--- config.mk ---
export PLATFORM = sky130hd
export DESIGN_NAME = tile_config_loader_flat
export DESIGN_NICKNAME = d
export VERILOG_FILES = /design/src/rtl/tile_config_pkg.sv /design/src/rtl/tile_config_loader_if.sv /design/src/rtl/tile_config_loader.sv /design/src/flat_wrapper.sv
export SDC_FILE = /design/constraint.sdc
export NUM_CORES = 1
export LEC_CHECK = 0
export CORE_MARGIN = 1.5
export CORE_UTILIZATION = 45
export CTS_BUF_LIST = sky130_fd_sc_hd__clkbuf_4 sky130_fd_sc_hd__clkbuf_8 sky130_fd_sc_hd__clkbuf_16
export DETAILED_ROUTE_END_ITERATION = 10
export GPL_TIMING_DRIVEN = 0
export PLACE_DENSITY = 0.75
export SLEW_MARGIN = 25
export SYNTH_ARGS = -nofsm -noshare
export SYNTH_HDL_FRONTEND = slang
export SYNTH_SLANG_ARGS = --single-unit
--- constraint.sdc ---
create_clock -name clk -period 2 [get_ports clk]
set_input_delay 0.6 -clock clk [delete_from_list [all_inputs] [get_ports clk]]
set_output_delay 0.6 -clock clk [all_outputs]
set_load 0.05 [all_outputs]
--- src/rtl/tile_config_pkg.sv ---
// -----------------------------------------------------------------------------
// tile_config_pkg
// Shared definitions for the tile configuration path: config bus widths, the
// per-field widths that make up one tile config word, the bitstream terminator
// and the loader state encoding. Used by the loader, the pe_tile-side config
// decoders and the bench.
// -----------------------------------------------------------------------------
package tile_config_pkg;

    localparam int BYTE_W        = 8;
    localparam int CONFIG_ADDR_W = 8;
    localparam int CLB_CFG_W     = 2;
    localparam int CB_CFG_W      = 2;
    localparam int SB_CFG_W      = 16;
    // CLB + two connection boxes + switch box = 22 bits.
    localparam int CONFIG_DATA_W = CLB_CFG_W + 2 * CB_CFG_W + SB_CFG_W;

    // Bits of the config word carried by the last frame byte; the rest of
    // that byte is pad and must be zero.
    localparam int CFG_HI_W = CONFIG_DATA_W - 2 * BYTE_W;

    localparam logic [BYTE_W-1:0] CFG_END_ADDR = 8'hFF;

    typedef enum logic [2:0] {
        LD_IDLE  = 3'd0,
        LD_ADDR  = 3'd1,
        LD_D0    = 3'd2,
        LD_D1    = 3'd3,
        LD_D2    = 3'd4,
        LD_ISSUE = 3'd5,
        LD_DONE  = 3'd6
    } loader_state_e;

    // States in which the loader accepts a bitstream byte.
    function automatic logic is_rx_state(input loader_state_e s);
        return (s == LD_ADDR) || (s == LD_D0) || (s == LD_D1) || (s == LD_D2);
    endfunction

endpackage

--- src/rtl/tile_config_loader_if.sv ---
// -----------------------------------------------------------------------------
// tile_config_loader_if
// Groups the loader's two buses:
//   - byte stream from the host front end: in_data / in_valid / in_ready
//   - config broadcast to the tile array: config_en / config_addr / config_data
// Modports:
//   master : the loader (consumes bytes, drives the config broadcast)
//   slave  : the environment (host front end + tile array)
// -----------------------------------------------------------------------------
interface tile_config_loader_if #(
    parameter int ADDR_W = 8,
    parameter int DATA_W = 22
);
    logic [7:0]        in_data;
    logic              in_valid;
    logic              in_ready;
    logic              config_en;
    logic [ADDR_W-1:0] config_addr;
    logic [DATA_W-1:0] config_data;

    modport master (
        input  in_data,
        input  in_valid,
        output in_ready,
        output config_en,
        output config_addr,
        output config_data
    );

    modport slave (
        output in_data,
        output in_valid,
        input  in_ready,
        input  config_en,
        input  config_addr,
        input  config_data
    );
endinterface

--- src/rtl/tile_config_loader.sv ---
// -----------------------------------------------------------------------------
// tile_config_loader
// Reads a byte-stream bitstream, assembles 4-byte frames
//   addr, d[7:0], d[15:8], {pad[1:0], d[21:16]}
// and broadcasts each frame to the tile array with a one-cycle config_en.
// An address byte equal to END_ADDR ends the bitstream.
//
// Ports:
//   clk          system clock, rising edge
//   rst          synchronous active-high reset
//   start        begin/restart loading (honoured in IDLE or DONE only)
//   bus          byte stream in + config broadcast out (master modport)
//   busy         high in every state except IDLE and DONE
//   done         terminator received; held until start or rst
//   err          sticky pad-bit error
//   tiles_loaded config_en pulses since the last start (saturating)
// -----------------------------------------------------------------------------
module tile_config_loader
    import tile_config_pkg::*;
#(
    parameter int                ADDR_W   = CONFIG_ADDR_W,
    parameter int                DATA_W   = CONFIG_DATA_W,
    parameter logic [BYTE_W-1:0] END_ADDR = CFG_END_ADDR,
    parameter int                COUNT_W  = 8
) (
    input  logic                  clk,
    input  logic                  rst,
    input  logic                  start,
    tile_config_loader_if.master  bus,
    output logic                  busy,
    output logic                  done,
    output logic                  err,
    output logic [COUNT_W-1:0]    tiles_loaded
);

    loader_state_e r_state;
    loader_state_e w_state_nxt;

    logic               r_in_ready;
    logic               r_config_en;
    logic [ADDR_W-1:0]  r_config_addr;
    logic [DATA_W-1:0]  r_config_data;
    logic               r_busy;
    logic               r_done;
    logic               r_err;
    logic [COUNT_W-1:0] r_tiles_loaded;

    logic [ADDR_W-1:0]  r_addr_hold;
    logic [BYTE_W-1:0]  r_d0_hold;
    logic [BYTE_W-1:0]  r_d1_hold;

    logic               w_in_ready_nxt;
    logic               w_busy_nxt;
    logic               w_config_en_nxt;
    logic               w_done_nxt;
    logic               w_xfer;
    logic               w_restart;
    logic               w_pad_bad;
    logic [DATA_W-1:0]  w_word;

    assign w_xfer    = bus.in_valid && r_in_ready;
    assign w_restart = (r_state == LD_DONE) && start;
    assign w_pad_bad = (bus.in_data[BYTE_W-1:CFG_HI_W] != '0);
    // The last byte is still on the bus when the frame completes, so the word
    // is formed from it directly and the config registers load on that edge,
    // putting word and strobe on the bus together during ISSUE.
    assign w_word    = DATA_W'({bus.in_data[CFG_HI_W-1:0], r_d1_hold, r_d0_hold});

    // ---------------------------------------------------------------- state reg
    // NOTE: every clocked process uses non-blocking (<=) assignments so all
    // registers sample pre-edge values; blocking here would create order-
    // dependent simulation and a mismatch with synthesis.
    always_ff @(posedge clk) begin
        if (rst) begin
            r_state <= LD_IDLE;
        end else begin
            r_state <= w_state_nxt;
        end
    end

    // --------------------------------------------------------------- next state
    always_comb begin
        // NOTE: default assignment first so no path leaves w_state_nxt
        // unassigned, which would infer a latch.
        w_state_nxt = r_state;
        case (r_state)
            LD_IDLE:  if (start) w_state_nxt = LD_ADDR;
            LD_ADDR:  if (w_xfer) w_state_nxt = (bus.in_data == END_ADDR) ? LD_DONE : LD_D0;
            LD_D0:    if (w_xfer) w_state_nxt = LD_D1;
            LD_D1:    if (w_xfer) w_state_nxt = LD_D2;
            LD_D2:    if (w_xfer) w_state_nxt = LD_ISSUE;
            LD_ISSUE: w_state_nxt = LD_ADDR;
            LD_DONE:  if (start) w_state_nxt = LD_ADDR;
            default:  w_state_nxt = LD_IDLE;
        endcase
    end

    // ------------------------------------------------------------------ outputs
    // Outputs are decoded from the next state and registered, so each one is a
    // clean flop output aligned with the state it describes.
    always_comb begin
        w_in_ready_nxt  = is_rx_state(w_state_nxt);
        w_busy_nxt      = (w_state_nxt != LD_IDLE) && (w_state_nxt != LD_DONE);
        w_config_en_nxt = (w_state_nxt == LD_ISSUE);
        w_done_nxt      = (w_state_nxt == LD_DONE);
    end

    always_ff @(posedge clk) begin
        if (rst) begin
            r_in_ready     <= 1'b0;
            r_config_en    <= 1'b0;
            r_config_addr  <= '0;
            r_config_data  <= '0;
            r_busy         <= 1'b0;
            r_done         <= 1'b0;
            r_err          <= 1'b0;
            r_tiles_loaded <= '0;
        end else begin
            r_in_ready  <= w_in_ready_nxt;
            r_config_en <= w_config_en_nxt;
            r_busy      <= w_busy_nxt;
            r_done      <= w_done_nxt;

            // Config bus only changes when a frame completes; it holds the
            // last issued frame while the next one is assembled.
            if ((r_state == LD_D2) && w_xfer) begin
                r_config_addr <= r_addr_hold;
                r_config_data <= w_word;
            end

            if (w_restart) begin
                r_err <= 1'b0;
            end else if ((r_state == LD_D2) && w_xfer && w_pad_bad) begin
                r_err <= 1'b1;
            end

            if (w_restart) begin
                r_tiles_loaded <= '0;
            end else if (w_config_en_nxt && (r_tiles_loaded != '1)) begin
                r_tiles_loaded <= r_tiles_loaded + COUNT_W'(1);
            end
        end
    end

    // ------------------------------------------------------- frame assembly
    // NOTE: the holding registers carry no reset; each is written before the
    // frame that uses it can complete, so its reset value is never observed.
    always_ff @(posedge clk) begin
        if (w_xfer) begin
            case (r_state)
                LD_ADDR: r_addr_hold <= ADDR_W'(bus.in_data);
                LD_D0:   r_d0_hold   <= bus.in_data;
                LD_D1:   r_d1_hold   <= bus.in_data;
                default: ;
            endcase
        end
    end

    assign bus.in_ready    = r_in_ready;
    assign bus.config_en   = r_config_en;
    assign bus.config_addr = r_config_addr;
    assign bus.config_data = r_config_data;
    assign busy            = r_busy;
    assign done            = r_done;
    assign err             = r_err;
    assign tiles_loaded    = r_tiles_loaded;

endmodule

--- src/flat_wrapper.sv ---
// flat-port wrapper written by rule: the top's interface ports become plain ports
module tile_config_loader_flat import tile_config_pkg::*;
#(
    parameter int                ADDR_W   = CONFIG_ADDR_W,
    parameter int                DATA_W   = CONFIG_DATA_W,
    parameter logic [BYTE_W-1:0] END_ADDR = CFG_END_ADDR,
    parameter int                COUNT_W  = 8
)
  (clk, rst, start, busy, done, err, tiles_loaded, bus_in_data, bus_in_valid, bus_in_ready, bus_config_en, bus_config_addr, bus_config_data);
  tile_config_loader_if #(.ADDR_W(ADDR_W), .DATA_W(DATA_W)) bus_i ();
  input  logic clk;
  input  logic rst;
  input  logic start;
  output logic busy;
  output logic done;
  output logic err;
  output logic [COUNT_W-1:0] tiles_loaded;
  input wire logic [$bits(bus_i.in_data)-1:0] bus_in_data;
  input wire logic [$bits(bus_i.in_valid)-1:0] bus_in_valid;
  output wire logic [$bits(bus_i.in_ready)-1:0] bus_in_ready;
  output wire logic [$bits(bus_i.config_en)-1:0] bus_config_en;
  output wire logic [$bits(bus_i.config_addr)-1:0] bus_config_addr;
  output wire logic [$bits(bus_i.config_data)-1:0] bus_config_data;
  assign bus_i.in_data = bus_in_data;
  assign bus_i.in_valid = bus_in_valid;
  assign bus_in_ready = bus_i.in_ready;
  assign bus_config_en = bus_i.config_en;
  assign bus_config_addr = bus_i.config_addr;
  assign bus_config_data = bus_i.config_data;
  tile_config_loader #(.ADDR_W(ADDR_W), .DATA_W(DATA_W), .END_ADDR(END_ADDR), .COUNT_W(COUNT_W)) u_core (.clk(clk), .rst(rst), .start(start), .bus(bus_i), .busy(busy), .done(done), .err(err), .tiles_loaded(tiles_loaded));
endmodule
After elaboration in Yosys (flattened, before gate mapping):

Index checks and enable logic that the tools add are counted.

* bits in registers: 70
* input port bits: 12
* output and inout port bits: 43

* add/subtract/negate cells: 1
* equality and inequality tests: 15
* multiplexer cells: 7
* reductions and logical operators: 17

Operators with widths (number)
* $eq A3 B3 Y1 const B: 6
* $mux W3: 6
* $pmux W3 S6: 1
* $eq A3 B2 Y1 const B: 4
* $add A8 B1 Y8 const B: 1
* $eq A8 B8 Y1 const B: 1
* $ne A8 B8 Y1 const B: 1
* $eq A3 B1 Y1 const B: 2
* $logic_and A1 B1 Y1: 6
* $reduce_and A2 Y1: 3
* $reduce_or A2 Y1: 2
* $logic_not A3 Y1: 1
* $logic_or A1 B1 Y1: 3
* $ne A3 B3 Y1 const B: 1
* $reduce_bool A3 Y1: 1
* $reduce_bool A2 Y1: 1

Longest topological paths before layout:

* depth in word-level cells: 8
* gate-level depth with buffers: 7
* mapped depth without buffers: 5

Worst setup path after synthesis:

OpenSTA, ideal clock, no wires.

* kind: register to register
* start point: register u_core.r_in_ready (netlist: u_core.bus.in_ready)
* end point: register u_core.r_in_ready (netlist: u_core.bus.in_ready)
* arrival: 2.053 ns
* path slack: -0.185 ns
* cell stages (with the launch flop): 5
* buffers on the path: 0
* period minus slack after synthesis: 2.185 ns
* cell sequence: dfxtp_1 > nand3_1 > nor3_1 > a221o_1 > o32ai_1

* longest elaborated chain between the ends: 7

RTL lines
* from (decl): RTL line tile_config_loader.sv:39 `logic r_in_ready;`
* from (signal assigned): RTL line tile_config_loader.sv:119 `r_in_ready <= w_in_ready_nxt;`
* $logic_and A1 B1 Y1 *: RTL line tile_config_loader.sv:61 `assign w_xfer = bus.in_valid && r_in_ready;`
* $mux W3 (on tied branches)
* $pmux W3 S6 *: RTL line tile_config_loader.sv:86 `case (r_state)`
* $eq A3 B1 Y1 or $eq A3 B2 Y1 (tied branches): RTL line tile_config_pkg.sv:36 `return (s == LD_ADDR) || (s == LD_D0) || (s == LD_D1) || (s == LD_D2);`
* $logic_or A1 B1 Y1 (2 in a row): RTL line tile_config_pkg.sv:36
* $logic_or A1 B1 Y1 *: RTL line tile_config_pkg.sv:36

Every way passes the cells marked *; elsewhere a longest branch is shown, timed or not.
A chain may end at the register's enable or synchronous reset.

Worst setup path after layout:

* start point: register u_core.r_in_ready (netlist: u_core.bus.in_ready)
* end point: output port bus_in_ready

RTL lines
* to (decl): RTL line flat_wrapper.sv:20 `output wire logic [$bits(bus_i.in_ready)-1:0] bus_in_ready;`

No word-level cell between the ends.

==> impl_metrics.xml <==
<?xml version="1.0" encoding="UTF-8"?>
<metrics>
  <group name="detailed_routing">
    <metric name="drcViolationCount" unit="">0</metric>
    <metric name="dr.first_iter.drc_count" unit="">129</metric>
    <metric name="routed_via_density" unit="">5.14</metric>
    <metric name="vias" unit="">2077</metric>
    <metric name="ant_nets" unit="">0</metric>
    <metric name="detailed_router_iteration_count_before_antenna_repair" unit="">4</metric>
    <metric name="per_cell_routed_wire_length" unit="um">14.0</metric>
    <metric name="wirelength" unit="mm">5.64</metric>
  </group>
  <group name="cts">
    <metric name="clk_pin_slew_worst_paths" unit="ps">70</metric>
    <metric name="cts_root_buffer" unit="">sky130_fd_sc_hd__clkbuf_8</metric>
    <metric name="tritoncts_num_sinks" unit="">70</metric>
    <metric name="max-clock-path-buffers" unit="">2</metric>
    <metric name="tritoncts.num_buffers" unit="">9</metric>
    <metric name="cts_tree" unit="">done</metric>
    <metric name="clkLatencyLatePin" unit="ps">340</metric>
    <metric name="ctsHtreeMaxLevel" unit="">3</metric>
  </group>
  <group name="global_routing">
    <metric name="number_of_global_route_vias_before_repair" unit="">1927</metric>
    <metric name="grt_first_pass_wirelength" unit="mm">9.26</metric>
    <metric name="grt_use_total" unit="">0.198</metric>
    <metric name="overflow" unit="">0</metric>
    <metric name="grt_antenna_before_repair" unit="">0</metric>
    <metric name="grt_start_max_net_pins" unit="">12</metric>
  </group>
  <group name="setup_path">
    <metric name="worstPathRequired" unit="ps">1400</metric>
    <metric name="critical_path.n_buffers_inverters" unit="">1</metric>
    <metric name="endpoint_kind" unit="">output port</metric>
    <metric name="crit_path_top_delay_cell" unit="">sky130_fd_sc_hd__clkdlybuf4s15_1</metric>
    <metric name="critical_path_arrival" unit="ps">1350</metric>
    <metric name="worstPathMaxFanout" unit="">8</metric>
    <metric name="critical_path.top_delay_family" unit="">buffers and inverters</metric>
    <metric name="critical_path_class" unit="">flip-flop to output port</metric>
    <metric name="timing.critical_path.cells" unit="">clkdlybuf4s15_1</metric>
    <metric name="cpPeakStageDelay" unit="ps">540</metric>
    <metric name="worstSetupStartpointType" unit="">flip-flop</metric>
  </group>
  <group name="die">
    <metric name="die_h" unit="um">79.0</metric>
    <metric name="core_area" unit="mm2">0.00554</metric>
    <metric name="start_util" unit="">0.469</metric>
    <metric name="floorplan.die_area" unit="mm2">0.00624</metric>
    <metric name="placement_rows" unit="">27</metric>
    <metric name="io_pins" unit="">55</metric>
    <metric name="die_w" unit="um">79.0</metric>
  </group>
  <group name="status">
    <metric name="run_status" unit="">complete, no violations</metric>
  </group>
  <group name="power">
    <metric name="peakVddDrop" unit="mV">0.356</metric>
    <metric name="powerDensity" unit="mW/mm2">781</metric>
    <metric name="leakage" unit="nW">1.33</metric>
    <metric name="fin_total_pwr" unit="W">0.00268</metric>
  </group>
  <group name="final_layout">
    <metric name="final-instance-count-excl-fill" unit="">404</metric>
    <metric name="antenna_cells_inserted" unit="">0</metric>
    <metric name="area_growth" unit="%">31.9</metric>
    <metric name="final_cell_mix" unit="">sky130_fd_sc_hd__nand2_1, sky130_fd_sc_hd__dfxtp_1, sky130_fd_sc_hd__dlygate4sd2_1, sky130_fd_sc_hd__a21oi_1, sky130_fd_sc_hd__edfxtp_1</metric>
    <metric name="drive_above_1_share" unit="">0.105</metric>
    <metric name="layout.cells.most_common" unit="">sky130_fd_sc_hd__nand2_1</metric>
    <metric name="design.final.nets" unit="">340</metric>
  </group>
  <group name="placement">
    <metric name="placement.io_buffers" unit="">54</metric>
    <metric name="dpl.hpwl" unit="mm">3.79</metric>
    <metric name="gp_routability_congestion" unit="">0.782</metric>
    <metric name="placed_cells" unit="">386</metric>
  </group>
  <group name="yosys">
    <metric name="synth.ff_latch_count" unit="">70</metric>
    <metric name="mappedNetlistNets" unit="">273</metric>
    <metric name="post_synth_instance_area" unit="mm2">0.00260</metric>
    <metric name="synth_largest_type_area_fraction" unit="">0.354</metric>
    <metric name="seq_area_frac_synth" unit="">0.631</metric>
    <metric name="post_synth_main_area_contributors" unit="">sky130_fd_sc_hd__dfxtp_1, sky130_fd_sc_hd__edfxtp_1, sky130_fd_sc_hd__nand2_1, sky130_fd_sc_hd__a21oi_1, sky130_fd_sc_hd__o31ai_1</metric>
    <metric name="yosysWarnings" unit="">0</metric>
    <metric name="ys_types" unit="">38</metric>
    <metric name="syn-instance-count" unit="">260</metric>
    <metric name="netlist.top_cell.by_area" unit="">sky130_fd_sc_hd__dfxtp_1</metric>
    <metric name="syn_area_per_cell" unit="um2">10.0</metric>
  </group>
  <group name="sta">
    <metric name="slew_violations" unit="">0</metric>
    <metric name="finalWorstPathRequiredPeriod" unit="ps">1950</metric>
    <metric name="timing.fmax" unit="GHz">0.514</metric>
    <metric name="tightest_slew" unit="ps">639</metric>
    <metric name="timing.final.crit_share" unit="">0.973</metric>
    <metric name="relSlewSlack" unit="">0.572</metric>
    <metric name="finalHoldViolations" unit="">0</metric>
    <metric name="finClkSkew" unit="ps">9.38</metric>
    <metric name="setup_viol_count_final" unit="">0</metric>
    <metric name="rsz_0062_raised_after_global_routing" unit="">false</metric>
  </group>
  <group name="hold_path">
    <metric name="worst_hold_path_type" unit="">flip-flop to flip-flop</metric>
  </group>
  <group name="flow_run">
    <metric name="cap_violations" unit="">0</metric>
  </group>
</metrics>
through the flow:
step | setup TNS (ps) | utilization | instance area [um2] | hold slack [ps] | worst slack (ps)
finish | 0 | 0.619 | 3430 | 451 | 53.3
detailed placement | -24140 | 0.584 | 3240 | 447 | -602
global route | 0 | 0.619 | 3430 | 469 | 12.3
CTS | 0 | 0.617 | 3420 | 453 | 25.8
floorplan | 0 | - | 2610 | 471 | 117
global placement | -23040 | 0.584 | 3240 | 441 | -556
state kept, by name, summed over array words and instances, names as in the netlist:
name                    flops
u_core.bus.config_data     22
u_core.bus.config_addr      8
u_core.r_addr_hold          8
u_core.r_d0_hold            8
u_core.r_d1_hold            8
u_core.tiles_loaded         8
u_core.r_state              3
u_core.bus.config_en        1
u_core.bus.in_ready         1
u_core.busy                 1
u_core.done                 1
u_core.err                  1
per-layer routing:
layer  up-vias  track usage  part of all wire
met5         -            0                 0
met4         0       0.0947             0.020
met3        13       0.0552             0.061
met2        54        0.300              0.46
met1       965        0.262              0.46
li1       1045            -                 -
worst paths after layout:
check / from / cells past startpoint / slack (ps) / to
setup / recovery: u_core.bus.in_ready / 1 / 50 / bus_in_ready
hold / removal: u_core.bus.config_data[9] / 2 / 450 / u_core.bus.config_data[9]
setup reg to reg: u_core.tiles_loaded[0] / 6 / 200 / u_core.tiles_loaded[2]
hold reg to reg: u_core.bus.config_data[9] / 2 / 450 / u_core.bus.config_data[9]
synth_stat cells:
cell type / n
sky130_fd_sc_hd__o21bai_1: 2
sky130_fd_sc_hd__a211o_1: 1
sky130_fd_sc_hd__nand3b_1: 2
sky130_fd_sc_hd__or3_1: 2
sky130_fd_sc_hd__buf_1: 2
sky130_fd_sc_hd__nor3b_4: 1
sky130_fd_sc_hd__buf_2: 5
sky130_fd_sc_hd__dfxtp_1: 46
sky130_fd_sc_hd__or4_1: 3
sky130_fd_sc_hd__nand4_1: 2
sky130_fd_sc_hd__o311a_1: 1
sky130_fd_sc_hd__o31ai_1: 6
sky130_fd_sc_hd__nand2b_1: 1
sky130_fd_sc_hd__buf_4: 1
sky130_fd_sc_hd__nor2b_1: 1
sky130_fd_sc_hd__o31a_1: 2
sky130_fd_sc_hd__inv_1: 4
sky130_fd_sc_hd__or2_2: 1
sky130_fd_sc_hd__nand2_1: 69
sky130_fd_sc_hd__and3_1: 3
sky130_fd_sc_hd__nand3_2: 1
sky130_fd_sc_hd__nand3_1: 6
sky130_fd_sc_hd__clkbuf_1: 8
sky130_fd_sc_hd__a211oi_1: 1
sky130_fd_sc_hd__a2bb2o_1: 1
sky130_fd_sc_hd__a221oi_1: 1
sky130_fd_sc_hd__a221o_1: 1
sky130_fd_sc_hd__buf_6: 1
sky130_fd_sc_hd__o21ai_0: 3
sky130_fd_sc_hd__nor3_1: 5
sky130_fd_sc_hd__nor4_1: 1
sky130_fd_sc_hd__o32ai_1: 1
sky130_fd_sc_hd__ha_1: 1
sky130_fd_sc_hd__edfxtp_1: 24
sky130_fd_sc_hd__a21o_1: 1
sky130_fd_sc_hd__o22ai_1: 1
sky130_fd_sc_hd__nor2_1: 8
sky130_fd_sc_hd__a21oi_1: 40
cell families (layout without fill, tap and decap cells):
logic type / after synthesis / count (layout) / synth area share
adders and majority gates: 1 / 1 / 0.00481
AOI/OAI and AO/OA: 62 / 62 / 0.142
buffers and inverters: 21 / 93 / 0.0371
and+or+nand+nor: 106 / 106 / 0.184
DFF: 70 / 70 / 0.631
power by group:
group          internal [W]  switching [W]  total, W
Combinational     0.0000510      0.0000791  0.000130
Sequential          0.00148     0.00000807   0.00149
Clock              0.000561       0.000497   0.00106
Total               0.00209       0.000584   0.00268
what timing repair did:
action,4_1_cts,5_1_grt
hold buffers,0,0
setup endpoints to repair,68,26
setup buffers,2,0
gates cloned,0,0
pin swaps,1,1
gates resized for setup,48,7
final cells by class:
cell class,instances,area [um2]
clock buffers,13,173
plain buffers,17,91.3
fillers,499,2110
flip-flops and latches,70,1640
well taps,72,90.1
clock inverters,3,17.5
inverters,4,15.0
repair buffers,56,515
multi-input cells,169,886
No activity file was read; power rests on OpenSTA's default activity.
